## src/rtl/hex_display_if.sv

```systemverilog
// Register-bus bundle between the I/O expansion bus and the hex display controller.
// The bus master drives the write strobes and data; the controller returns readback.
interface hex_display_if;
  logic [15:0] data_in;
  logic        value_load;
  logic        ctrl_load;
  logic [15:0] value_out;
  logic [15:0] ctrl_out;

  modport master (
    output data_in,
    output value_load,
    output ctrl_load,
    input  value_out,
    input  ctrl_out
  );

  modport slave (
    input  data_in,
    input  value_load,
    input  ctrl_load,
    output value_out,
    output ctrl_out
  );
endinterface

```

## src/rtl/hex_display_ctrl.sv

```systemverilog
// Four-digit seven-segment display controller: value/control registers, glyph decode,
// leading-zero suppression, blink timer and PWM brightness with registered outputs.
module hex_display_ctrl #(
  parameter int BLINK_HALF_MS = 250
) (
  input  logic             sysclk,
  input  logic             sysreset,
  hex_display_if.slave     bus,
  input  logic             pulse1k,
  output logic [6:0]       hex0,
  output logic [6:0]       hex1,
  output logic [6:0]       hex2,
  output logic [6:0]       hex3,
  output logic [3:0]       hex_dp
);

  localparam logic [9:0]  BLINK_LAST = 10'(BLINK_HALF_MS - 1);
  localparam logic [13:0] CTRL_RST   = 14'h3CF0;
  localparam logic [6:0]  SEG_OFF    = 7'h7F;

  // Active-low glyphs, bit0 = segment a .. bit6 = segment g.
  function automatic logic [6:0] hex_to_seg(input logic [3:0] d);
    logic [6:0] s;
    case (d)
      4'h0: s = 7'h40;
      4'h1: s = 7'h79;
      4'h2: s = 7'h24;
      4'h3: s = 7'h30;
      4'h4: s = 7'h19;
      4'h5: s = 7'h12;
      4'h6: s = 7'h02;
      4'h7: s = 7'h78;
      4'h8: s = 7'h00;
      4'h9: s = 7'h10;
      4'hA: s = 7'h08;
      4'hB: s = 7'h03;
      4'hC: s = 7'h46;
      4'hD: s = 7'h21;
      4'hE: s = 7'h06;
      default: s = 7'h0E;
    endcase
    return s;
  endfunction

  logic [15:0] value_p0;
  logic [13:0] ctrl_p0;
  logic [9:0]  blink_cnt_p0;
  logic        blink_phase_p0;
  logic [3:0]  pwm_cnt_p0;

  logic [3:0]  dp_en;
  logic [3:0]  digit_en;
  logic        lz_suppress;
  logic        blink_en;
  logic [3:0]  brightness;

  assign dp_en       = ctrl_p0[3:0];
  assign digit_en    = ctrl_p0[7:4];
  assign lz_suppress = ctrl_p0[8];
  assign blink_en    = ctrl_p0[9];
  assign brightness  = ctrl_p0[13:10];

  assign bus.value_out = value_p0;
  assign bus.ctrl_out  = {2'b00, ctrl_p0};

  // ---- stage p0: architectural registers and timers ----
  always_ff @(posedge sysclk) begin
    if (sysreset) begin
      value_p0 <= 16'h0000;
      ctrl_p0  <= CTRL_RST;
    end else begin
      if (bus.value_load) value_p0 <= bus.data_in;
      if (bus.ctrl_load)  ctrl_p0  <= bus.data_in[13:0];
    end
  end

  // A control write that clears blink_en must beat a coincident pulse1k.
  always_ff @(posedge sysclk) begin
    if (sysreset || !blink_en || (bus.ctrl_load && !bus.data_in[9])) begin
      blink_cnt_p0   <= 10'd0;
      blink_phase_p0 <= 1'b0;
    end else if (pulse1k) begin
      if (blink_cnt_p0 == BLINK_LAST) begin
        blink_cnt_p0   <= 10'd0;
        blink_phase_p0 <= ~blink_phase_p0;
      end else begin
        blink_cnt_p0 <= blink_cnt_p0 + 10'd1;
      end
    end
  end

  always_ff @(posedge sysclk) begin
    if (sysreset) pwm_cnt_p0 <= 4'd0;
    else          pwm_cnt_p0 <= pwm_cnt_p0 + 4'd1;
  end

  logic       gate;
  logic [3:0] zero_blank;
  logic [6:0] seg_nxt [4];
  logic [3:0] dp_nxt;

  always_comb begin
    gate = ((brightness == 4'hF) || (pwm_cnt_p0 < brightness)) &&
           !(blink_en && blink_phase_p0);

    // Suppression cascades down from the top digit; digit 0 always shows.
    zero_blank[3] = lz_suppress && (value_p0[15:12] == 4'h0);
    zero_blank[2] = zero_blank[3] && (value_p0[11:8] == 4'h0);
    zero_blank[1] = zero_blank[2] && (value_p0[7:4] == 4'h0);
    zero_blank[0] = 1'b0;

    for (int n = 0; n < 4; n++) begin
      seg_nxt[n] = SEG_OFF;
      if (gate && digit_en[n] && !zero_blank[n])
        seg_nxt[n] = hex_to_seg(value_p0[4*n +: 4]);
    end

    dp_nxt = ~(dp_en & {4{gate}});
  end

  // ---- stage p1: registered display outputs ----
  logic [6:0] seg_p1 [4];
  logic [3:0] dp_p1;

  always_ff @(posedge sysclk) begin
    if (sysreset) begin
      for (int n = 0; n < 4; n++) seg_p1[n] <= SEG_OFF;
      dp_p1 <= 4'hF;
    end else begin
      for (int n = 0; n < 4; n++) seg_p1[n] <= seg_nxt[n];
      dp_p1 <= dp_nxt;
    end
  end

  assign hex0   = seg_p1[0];
  assign hex1   = seg_p1[1];
  assign hex2   = seg_p1[2];
  assign hex3   = seg_p1[3];
  assign hex_dp = dp_p1;

endmodule

```

## src/flat_wrapper.sv

```systemverilog
// flat-port wrapper written by rule: the top's interface ports become plain ports
module hex_display_ctrl_flat 
#(
  parameter int BLINK_HALF_MS = 250
)
  (sysclk, sysreset, pulse1k, hex0, hex1, hex2, hex3, hex_dp, bus_data_in, bus_value_load, bus_ctrl_load, bus_value_out, bus_ctrl_out);
  hex_display_if bus_i ();
  input  logic sysclk;
  input  logic sysreset;
  input  logic pulse1k;
  output logic [6:0] hex0;
  output logic [6:0] hex1;
  output logic [6:0] hex2;
  output logic [6:0] hex3;
  output logic [3:0] hex_dp;
  input wire logic [$bits(bus_i.data_in)-1:0] bus_data_in;
  input wire logic [$bits(bus_i.value_load)-1:0] bus_value_load;
  input wire logic [$bits(bus_i.ctrl_load)-1:0] bus_ctrl_load;
  output wire logic [$bits(bus_i.value_out)-1:0] bus_value_out;
  output wire logic [$bits(bus_i.ctrl_out)-1:0] bus_ctrl_out;
  assign bus_i.data_in = bus_data_in;
  assign bus_i.value_load = bus_value_load;
  assign bus_i.ctrl_load = bus_ctrl_load;
  assign bus_value_out = bus_i.value_out;
  assign bus_ctrl_out = bus_i.ctrl_out;
  hex_display_ctrl #(.BLINK_HALF_MS(BLINK_HALF_MS)) u_core (.sysclk(sysclk), .sysreset(sysreset), .bus(bus_i), .pulse1k(pulse1k), .hex0(hex0), .hex1(hex1), .hex2(hex2), .hex3(hex3), .hex_dp(hex_dp));
endmodule
```

## config.mk

```make
export PLATFORM = sky130hd
export DESIGN_NAME = hex_display_ctrl_flat
export DESIGN_NICKNAME = d
export VERILOG_FILES = /design/src/rtl/hex_display_if.sv /design/src/rtl/hex_display_ctrl.sv /design/src/flat_wrapper.sv
export SDC_FILE = /design/constraint.sdc
export NUM_CORES = 1
export LEC_CHECK = 0
export CAP_MARGIN = 20
export CORE_ASPECT_RATIO = 1.2
export CORE_MARGIN = 1.5
export CORE_UTILIZATION = 56
export CTS_CLUSTER_SIZE = 16
export DETAILED_ROUTE_END_ITERATION = 10
export HOLD_SLACK_MARGIN = 0.06
export PLACE_DENSITY = 0.83
export SYNTH_ARGS = -nofsm -noshare
export SYNTH_HDL_FRONTEND = slang
export SYNTH_SLANG_ARGS = --single-unit
```

## constraint.sdc

```tcl
create_clock -name sysclk -period 4.2 [get_ports sysclk]
set_clock_uncertainty 0.05 [all_clocks]
set_input_delay 0.84 -clock sysclk [delete_from_list [all_inputs] [get_ports sysclk]]
set_output_delay 0.84 -clock sysclk [all_outputs]
set_load 0.01 [all_outputs]
```

Yosys cells after proc, flatten, opt, wreduce, memory -nomap -nowiden
Memories as Yosys holds them, arrays and structs flattened. A register that Yosys moved wholly into a read port is not among the register bits. Index checks and enable logic that the tools add are counted. W data, S select, Z words.

Register bits: 49. RAM bits: 28. Bits in read-only memories: 448. Output and inout port bits: 64. Memories kept: 5.

Memory list: (name not given) (depth 16, bits a word 7, read ports 1, clocked after Yosys merged registers in 1, write ports 0, RTL line hex_display_ctrl.sv:24) `case (d)`; (name not given) (depth 16, bits a word 7, read ports 1, clocked after Yosys merged registers in 1, write ports 0, RTL line hex_display_ctrl.sv:24); (name not given) (depth 16, bits a word 7, read ports 1, clocked after Yosys merged registers in 1, write ports 0, RTL line hex_display_ctrl.sv:24); (name not given) (depth 16, bits a word 7, read ports 1, clocked after Yosys merged registers in 1, write ports 0, RTL line hex_display_ctrl.sv:24); u_core.seg_p1 (depth 4, bits a word 7, read ports 4, clocked after Yosys merged registers in 0, write ports 4, RTL line hex_display_ctrl.sv:122) `logic [6:0] seg_p1 [4];`.

Add/sub/neg operators: 2. Magnitude comparators: 1. Equality and inequality tests: 2. Muxes and demuxes: 20. Bitwise logic cells: 7. Reduce and logical (&&, ||, !) cells: 26.

Operator list (count): $mux W7 (8); $mux W4 (8); $logic_and A1 B1 Y1 (13); $logic_not A4 Y1 (3); $add A10 B1 Y10 const B (1); $eq A10 B8 Y1 const B (1); $mux W10 (1); $logic_not A1 Y1 (6); $add A4 B1 Y4 const B (1); $and A4 B4 Y4 (1); $eq A4 B4 Y1 const B (1); $lt A4 B4 Y1 (1); $not A4 Y4 (1); $or A1 B1 Y1 (4); $logic_or A1 B1 Y1 (3); $mux W1 (3); $reduce_and A2 Y1 (1); $not A1 Y1 (1).

Longest topological paths before layout
Gate-level depths: netlist (run 1).

Depth after elaboration: 8. Depth in mapped cells: 10. Depth with buffers taken out: 8.

Worst setup path before layout (run 1)
No wires, ideal clock.

Kind: input port to flip-flop. Start: input bus_value_load. End: register with a tool-made name. Library setup time: 0.118 ns. Data arrival time: 2.290 ns. Required time: 4.032 ns. Slack: 1.742 ns. Stages on the path: 9. Path buffers: 3. Cell sequence: buf_6 > buf_4 > buf_2 > a21oi_1 > nor2_1 > ha_1 > or2_2 > a21oi_1 > a21oi_1.

RTL lines: start: declaration (RTL line flat_wrapper.sv:17) `input wire logic [$bits(bus_i.value_load)-1:0] bus_value_load;`.

==> results of run 1 <==
-- layout by cell type, fill, tap and decap left out, types with 11 or more instances in the layout --
cell,n
a21oi_1,17
dfxtp_1,105
ha_1,30
mux2i_1,26
clkdlybuf4s50_1,80
nand2_1,41
nor2_1,46
inv_1,27
nand4b_1,22
nand3b_1,11
-- kinds of logic (layout without fill, tap and decap cells) --
logic type | after synthesis | count (layout)
xor+xnor | 12 | 12
flops | 105 | 105
buf+inv | 56 | 128
fa+ha+maj | 30 | 30
simple gates | 172 | 172
compound gates | 81 | 81
other cells | 1 | 2
mux | 26 | 26
-- where the power goes --
group / switching, µW / internal, µW / total [µW]
Sequential: 38.4 / 1070 / 1110
Combinational: 169 / 179 / 347
Clock: 351 / 224 / 576
-- layer usage --
metal  vias to the layer above  track usage, %
li1                       1825               -
met1                      1796            28.4
met2                       115            42.9
met3                        18            4.56
met4                         0            9.80
met5                         -               0
-- final cells by class --
type	count	area [µm²]	area share, %
Multi-Input combinational cell	323	2290	40.7
Sequential cell	105	2100	37.4
Timing Repair Buffer	84	826	14.7
Clock buffer	10	128	2.27
Tap cell	95	119	2.12
Inverter	28	106	1.89
Clock inverter	6	50.0	0.891
-- critical path: stages --
cell     delay, ns
buf_2         0.64
mux2i_1       0.20
nor2_1        0.35
inv_1         0.17
ha_1          0.34
nand2_1       0.06
o21ai_0       0.09
a32o_1        0.22
-- per-stage QoR --
| step | setup WS, ns | utilization [%] |
|---|---|---|
| 3_3_place_gp | 1.25 | 67.5 |
| 3_5_place_dp | 1.14 | 67.5 |
| 5_1_grt | 1.24 | 69.7 |
| 4_1_cts | 1.50 | 69.7 |
| 2_1_floorplan | 1.74 | - |
| 6_report | 1.47 | 69.7 |
-- final timing paths --
kind / to / slack (ns)
worst max-delay path: flip-flop / 1.47
worst min-delay path: u_core.hex_dp[2]$_SDFF_PP1_ / 0.36
worst max register to register: u_core.seg_p1[3][3]$_SDFF_PP1_ / 1.79
worst min register to register: u_core.hex_dp[2]$_SDFF_PP1_ / 0.36
==> results.ini, run 1 <==
[floorplan]
rows=36
die_area_um2=8840
coreArea_um2=8060
ios=85
die_width_um=86.1
initial_core_util_pct=57.6
die_h_um=103

[logic_synthesis]
synthArstFlopShare_pct=0
ys_seq_elements=105
synth_simple_gate_area_share_pct=20.8
yosysWarnings=0
yosys.area.top_type=dfxtp_1
yosysMostFrequentCell=dfxtp_1
syn_inst=483
synth_area_per_cell_um2=9.61
synth_top_family_by_area=simple AND/OR/NAND/NOR gates
synth_common_cells=105 x dfxtp_1, 46 x nor2_1, 41 x nand2_1, 30 x ha_1, 27 x inv_1
synth_flop_cell=dfxtp_1
synth_compound_area_share_pct=12.2
synthMuxAreaShare_pct=5.61
synth_xor_area_share_pct=2.26
synth_edf_count=0
synthTopCellsByArea=dfxtp_1 45%, ha_1 8.1%, mux2i_1 5.6%
synth_area_um2=4640
yosys.cell_types.count=54
synth.top_cell.area_share_pct=45.3
seq_area_frac_synth_pct=45.3
synthAdderAreaFrac_pct=8.09

[cells_and_area]
nNetsFinal=602
insertedDiodeCount=0
syn_to_final_growth_pct=21.1
layoutNonFillerInstCount=651
fillers=640
fin_area_um2=5620
drive_gt1_share_pct=5.94

[cts]
cts_buffers=9
ctsHoldBuffers=0
clock_latency_ns=0.37
ctsRootBufferMaster=clkbuf_8
ctsResizeCount=0
cts_setup_buffers=0
cts_htree_levels=3
clk_pin_slew_worst_paths_ns=0.10
clock_sinks=105
clk_path_buf_depth=2
cts_tree=built

[run]
drv_cap=0

[grt]
grt_util_all_layers_pct=24.0
grt_overflow=0
antenna_found_initial=0
grt_max_degree=51
first_global_vias=3585
grt_pass1_wl_um=16800

[timing]
slew_headroom_pct=38.0
fin_hold_ws_ns=0.361
min_period_ns=2.73
fmax_mhz=366
drv_slew=0
worst-slew-pin-transition_ns=0.930
min_period_over_period_pct=65.0
grt_setup_unrepaired=no
timing.setup.tns_ns=0
setup_viol=0
finalHoldViolations=0

[outcome]
status=complete, no violations

[detailed_routing]
drt-met1-wl_um=4250
drcViolationCount=0
dr_wl_met3_um=451
wl_um=10000
wl_met2_um=5120
ant_nets=0
via_count=3754
avgRoutedWirePerCell_um=15.4
drtIter0Drc=147
topRoutingLayerUsed=met4
viasPerCell=5.77
drtPass1Iterations=4

[placed_design]
gp_congestion=0.884
place_area_um2=5440
portBuffers=82
dpl.hpwl_um=7250
dpl.cell_count=635

[critical_path]
cp-end-kind=flip-flop
criticalPathCategory=in -> reg
crit_required_ns=4.41
startpoint_type=primary input
r2r_cells=7
crit_start=bus_value_load
crit_fanout=48
r2r-start=u_core.ctrl_p0[11]$_SDFFE_PP1P_
critPathArrivalTime_ns=2.94

[power_and_ir_drop]
peakVddDrop_v=0.000194
power_leakage_uw=0.00232
power_density_nw_per_um2=362
power.total_uw=2030

[worst_hold_path]
hold_path_depth=1
hold_class=reg -> reg
min_from=u_core.ctrl_p0[2]$_SDFFE_PP0P_

Power figures use the tool's default switching activity.
==> run 2: changes to the inputs <==
--- a/config.mk
+++ b/config.mk
@@ -8,11 +8,11 @@
 export CAP_MARGIN = 20
 export CORE_ASPECT_RATIO = 1.2
 export CORE_MARGIN = 1.5
-export CORE_UTILIZATION = 56
+export CORE_UTILIZATION = 52
 export CTS_CLUSTER_SIZE = 16
 export DETAILED_ROUTE_END_ITERATION = 10
 export HOLD_SLACK_MARGIN = 0.06
-export PLACE_DENSITY = 0.83
+export PLACE_DENSITY = 0.77
 export SYNTH_ARGS = -nofsm -noshare
 export SYNTH_HDL_FRONTEND = slang
 export SYNTH_SLANG_ARGS = --single-unit
==> constraint.sdc (replaced) <==
create_clock -name sysclk -period 2.6 [get_ports sysclk]
set_clock_uncertainty 0.05 [all_clocks]
set_input_delay 0.52 -clock sysclk [delete_from_list [all_inputs] [get_ports sysclk]]
set_output_delay 0.52 -clock sysclk [all_outputs]
set_load 0.01 [all_outputs]
==> run 2 against run 1 <==
Register-to-register slack worse by 1.3 ns. Cell count up 4.8%. Global-route usage decreased by 1.3 points. Wire length increased by 4.8%. Worst setup slack worse by 1.0 ns. Final area up 2.2%. Critical path type is now reg -> out.
==> results.ini, run 2 (synthesis results as in run 1) <==
[timing]
finalHoldViolations=0
layout_setup_ws_ns=0.470
fmax_mhz=470
setup_viol=0
slew_headroom_pct=61.3
min_period_ns=2.13
grt_setup_unrepaired=no
drv_slew=0
min_period_over_period_pct=81.9
timing.setup.tns_ns=0
worst-slew-pin-transition_ns=0.580

[grt]
grt_util_all_layers_pct=22.7
grt_pass1_wl_um=16700
grt_overflow=0
first_global_vias=3592
antenna_found_initial=0
grt_max_degree=29

[outcome]
status=complete, no violations

[critical_path]
crit_fanout=9
critPathArrivalTime_ns=1.56
crit_slowest_cell=clkdlybuf4s50_1
path_buf_inv=1
cpLargestDelayFamily=buffers and inverters
startpoint_type=flip-flop
crit_chain=clkdlybuf4s50_1
criticalPathCategory=reg -> out
r2r_cells=7
path_depth=1
crit_required_ns=2.03
cp-end-kind=primary output
cpPeakStageDelay_ns=0.61

[cells_and_area]
nNetsFinal=611
syn_to_final_growth_pct=23.8
post-route-util_pct=66.7
layoutNonFillerInstCount=682
final_common_cell=dfxtp_1
drive_gt1_share_pct=7.43
insertedDiodeCount=0
mostFrequentLayoutCells=105 x dfxtp_1, 80 x clkdlybuf4s50_1, 46 x nor2_1

[detailed_routing]
topRoutingLayerUsed=met4
wl_met2_um=5320
wl_um=10500
drt-met1-wl_um=4440
via_count=3740
drtPass1Iterations=5
ant_nets=0
avgRoutedWirePerCell_um=15.4
viasPerCell=5.48
drtIter0Drc=130
dr_wl_met3_um=432
drcViolationCount=0

[floorplan]
coreArea_um2=8610
die_width_um=89.2
rows=37
ios=85
initial_core_util_pct=53.9
die_area_um2=9500
die_h_um=106

[worst_hold_path]
hold_class=reg -> reg
hold_path_depth=1

[cts]
clock_latency_ns=0.37
cts_tree=built
cts_buffers=9
ctsHoldBuffers=0
cts_htree_levels=3
ctsRootBufferMaster=clkbuf_8
clk_pin_slew_worst_paths_ns=0.11
clock_sinks=105
ctsResizeCount=0
clk_path_buf_depth=2
cts_setup_buffers=0

[placed_design]
gp_congestion=0.872
dpl.cell_count=666
portBuffers=82
dpl_worst_slack_ns=0.175
dpl.hpwl_um=7580

[power_and_ir_drop]
power_density_nw_per_um2=582
power_leakage_uw=0.00237
peakVddDrop_v=0.000353

[run]
drv_cap=0

-- run 2: cell count changes in the layout (fill, tap and decap cells not counted), sizes merged --
cell	before	now
clkinv	3	2
buf	4	13
inv	30	32
clkinvlp	1	0
-- run 2: worst paths after layout --
check / slack, ns / startpoint / end
worst max-delay path: 0.47 / u_core.ctrl_p0[4]$_SDFFE_PP1P_ / bus_ctrl_out[4]
worst min-delay path: 0.36 / u_core.ctrl_p0[3]$_SDFFE_PP0P_ / u_core.hex_dp[3]$_SDFF_PP1_
worst max register to register: 0.52 / u_core.ctrl_p0[13]$_SDFFE_PP1P_ / u_core.seg_p1[1][3]$_SDFF_PP1_
worst min register to register: 0.36 / u_core.ctrl_p0[3]$_SDFFE_PP0P_ / u_core.hex_dp[3]$_SDFF_PP1_
-- run 2: metal layers --
metal,track usage (%),vias up
met5,0,-
met4,9.89,0
met3,4.27,23
met2,38.2,105
met1,27.7,1756
li1,-,1856
-- run 2: cell type report --
cell class                 count  area (µm²)
multi-input combinational    323        2290
fill                         720        2870
timing repair buffer          93         918
sequential                   105        2100
clock buffer                  10         128
tap                          117         146
clock inverter                 6        55.1
inverter                      28         106
-- run 2: metrics by stage --
| step | instance area (µm²) | hold WS (ns) | power (µW) |
|---|---|---|---|
| global route | 5740 | 0.376 | 3520 |
| finish | 5740 | 0.359 | 3340 |
| floorplan | 4640 | 0.341 | 2140 |
| CTS | 5740 | 0.364 | 3380 |
| global placement | 5560 | 0.335 | 2390 |
| detailed placement | 5560 | 0.338 | 2410 |
-- run 2: power by group --
part | internal, µW | switching, µW
Clock | 372 | 596
Sequential | 1730 | 66.3
Combinational | 302 | 277
Total | 2400 | 939
==> run 3: changes to the inputs <==
==> constraint.sdc (replaced) <==
create_clock -name sysclk -period 2.1 [get_ports sysclk]
set_clock_uncertainty 0.05 [all_clocks]
set_input_delay 0.42 -clock sysclk [delete_from_list [all_inputs] [get_ports sysclk]]
set_output_delay 0.42 -clock sysclk [all_outputs]
set_load 0.01 [all_outputs]
==> run 3 against run 2 <==
First-iteration DRC count shrank 11%. Die area is the same. Register-to-register slack lost 0.37 ns. Flip-flop and latch count is the same. Largest cell class unchanged. Non-clock buffer count grew 37. Wire length grew 2.7%. Clock power grew 36%. Count of clock-buffer cells in the layout grew 4. Sequential power grew 23%. Final area grew 5.1%.
==> results.ini, run 3 (synthesis results as in run 1) <==
[outcome]
status=complete, no violations

[critical_path]
cpPeakStageDelay_ns=0.60
criticalPathCategory=reg -> out
reg2reg_to=u_core.seg_p1[2][6]$_SDFF_PP1_
path_buf_inv=1
critPathArrivalTime_ns=1.49
crit_fanout=9
r2r-start=u_core.ctrl_p0[13]$_SDFFE_PP1P_
reg2reg_slack_ns=0.15
cpLargestDelayFamily=buffers and inverters
cp-end-kind=primary output
crit_chain=clkdlybuf4s50_1
startpoint_type=flip-flop
r2r_cells=7
crit_required_ns=1.63
crit_slowest_cell=clkdlybuf4s50_1

[grt]
grt_pass1_wl_um=17800
grt_util_all_layers_pct=24.3
grt_max_degree=29
grt_overflow=0
antenna_found_initial=0
first_global_vias=3900

[cells_and_area]
seq_area_um2=2100
drive_gt1_share_pct=13.0
syn_to_final_growth_pct=30.0
mostFrequentLayoutCells=105 x dfxtp_1, 80 x clkdlybuf4s50_1, 47 x buf_4
fillers=713
insertedDiodeCount=0
nNetsFinal=648
multi_input_area_um2=2290
final_common_cell=dfxtp_1
layoutNonFillerInstCount=719

[cts]
cts_setup_buffers=0
clk_pin_slew_worst_paths_ns=0.09
clock_latency_ns=0.38
clock_sinks=105
cts_buffers=9
ctsHoldBuffers=0
clk_path_buf_depth=2
cts_htree_levels=3
ctsResizeCount=0
cts_tree=built
ctsRootBufferMaster=clkbuf_8

[timing]
layout_setup_ws_ns=0.138
finalHoldViolations=0
timing.setup.tns_ns=0
setup_viol=0
drv_slew=0
min_period_ns=1.96
slew_headroom_pct=66.5
grt_setup_unrepaired=no
min_period_over_period_pct=93.4
fmax_mhz=510
worst-slew-pin-transition_ns=0.502

[placed_design]
portBuffers=82
dpl_worst_slack_ns=-0.0662
dpl.cell_count=703
dpl.hpwl_um=8100
gp_congestion=0.882

[detailed_routing]
viasPerCell=5.41
via_count=3891
drtIter0Drc=116
avgRoutedWirePerCell_um=15.0
drcViolationCount=0
drtPass1Iterations=4
wl_um=10800
ant_nets=0

[floorplan]
die_h_um=106
die_width_um=89.2
rows=37
coreArea_um2=8610
die_area_um2=9500
ios=85
initial_core_util_pct=53.9

[run]
drv_cap=0

[power_and_ir_drop]
peakVddDrop_v=0.000464
power_leakage_uw=0.00256
power_density_nw_per_um2=714

[worst_hold_path]
min_from=u_core.ctrl_p0[1]$_SDFFE_PP0P_
hold_end=u_core.hex_dp[1]$_SDFF_PP1_
hold_path_depth=1
hold_class=reg -> reg

## run 3: cell types whose count changed in the layout (fill, tap and decap cells not counted), sizes merged
cell    previous run  this run
buf               13        50
inv               32        27
clkbuf            10        14
bufinv             0         1
## run 3: power breakdown
group	switching [µW]	total (µW)	internal, µW
sequential	73.3	2220	2140
combinational	361	778	417
clock	666	1320	649
total	1100	4310	3210
## run 3: cell type report
| cell class | instances | area share, % |
|---|---|---|
| Timing Repair Buffer | 130 | 19.6 |
| Inverter | 28 | 1.76 |
| Clock buffer | 14 | 2.86 |
| Sequential cell | 105 | 34.8 |
| Multi-Input combinational cell | 323 | 37.9 |
| Clock inverter | 2 | 0.581 |
| Tap cell | 117 | 2.43 |
## run 3: metal layers
metal	up-vias	part of all wire, %	track usage, %	wire [µm]
met4	0	1.9	9.67	208
met5	-	0	0	0
met3	16	3.9	4.50	417
met1	1868	42	27.5	4480
li1	1918	-	-	-
met2	89	53	43.7	5670
## run 3: how the worst max path moves through the flow
stage,from,to,slack (ns),depth (start not counted)
floorplan,bus_value_load,flip-flop,0.06,9
detailed placement,bus_data_in[1],flip-flop,-0.07,7
global placement,bus_data_in[1],flip-flop,-0.01,7
global route,u_core.ctrl_p0[11]$_SDFFE_PP1P_,u_core.seg_p1[3][4]$_SDFF_PP1_,0.02,7
finish,u_core.ctrl_p0[7]$_SDFFE_PP1P_,bus_ctrl_out[7],0.14,1
CTS,u_core.ctrl_p0[7]$_SDFFE_PP1P_,bus_ctrl_out[7],0.13,1
## run 3: metrics by stage
stage                     total power, µW  area (µm²)  hold WS, ns  utilization [%]
after detailed placement             3040        5830        0.333             67.7
after global routing                 4500        6030        0.359             70.1
final                                4310        6030        0.353             70.1
after global placement               3020        5830        0.333             67.7
after floorplan                      2650        4640        0.341                -
after CTS                            4330        6030        0.355             70.1
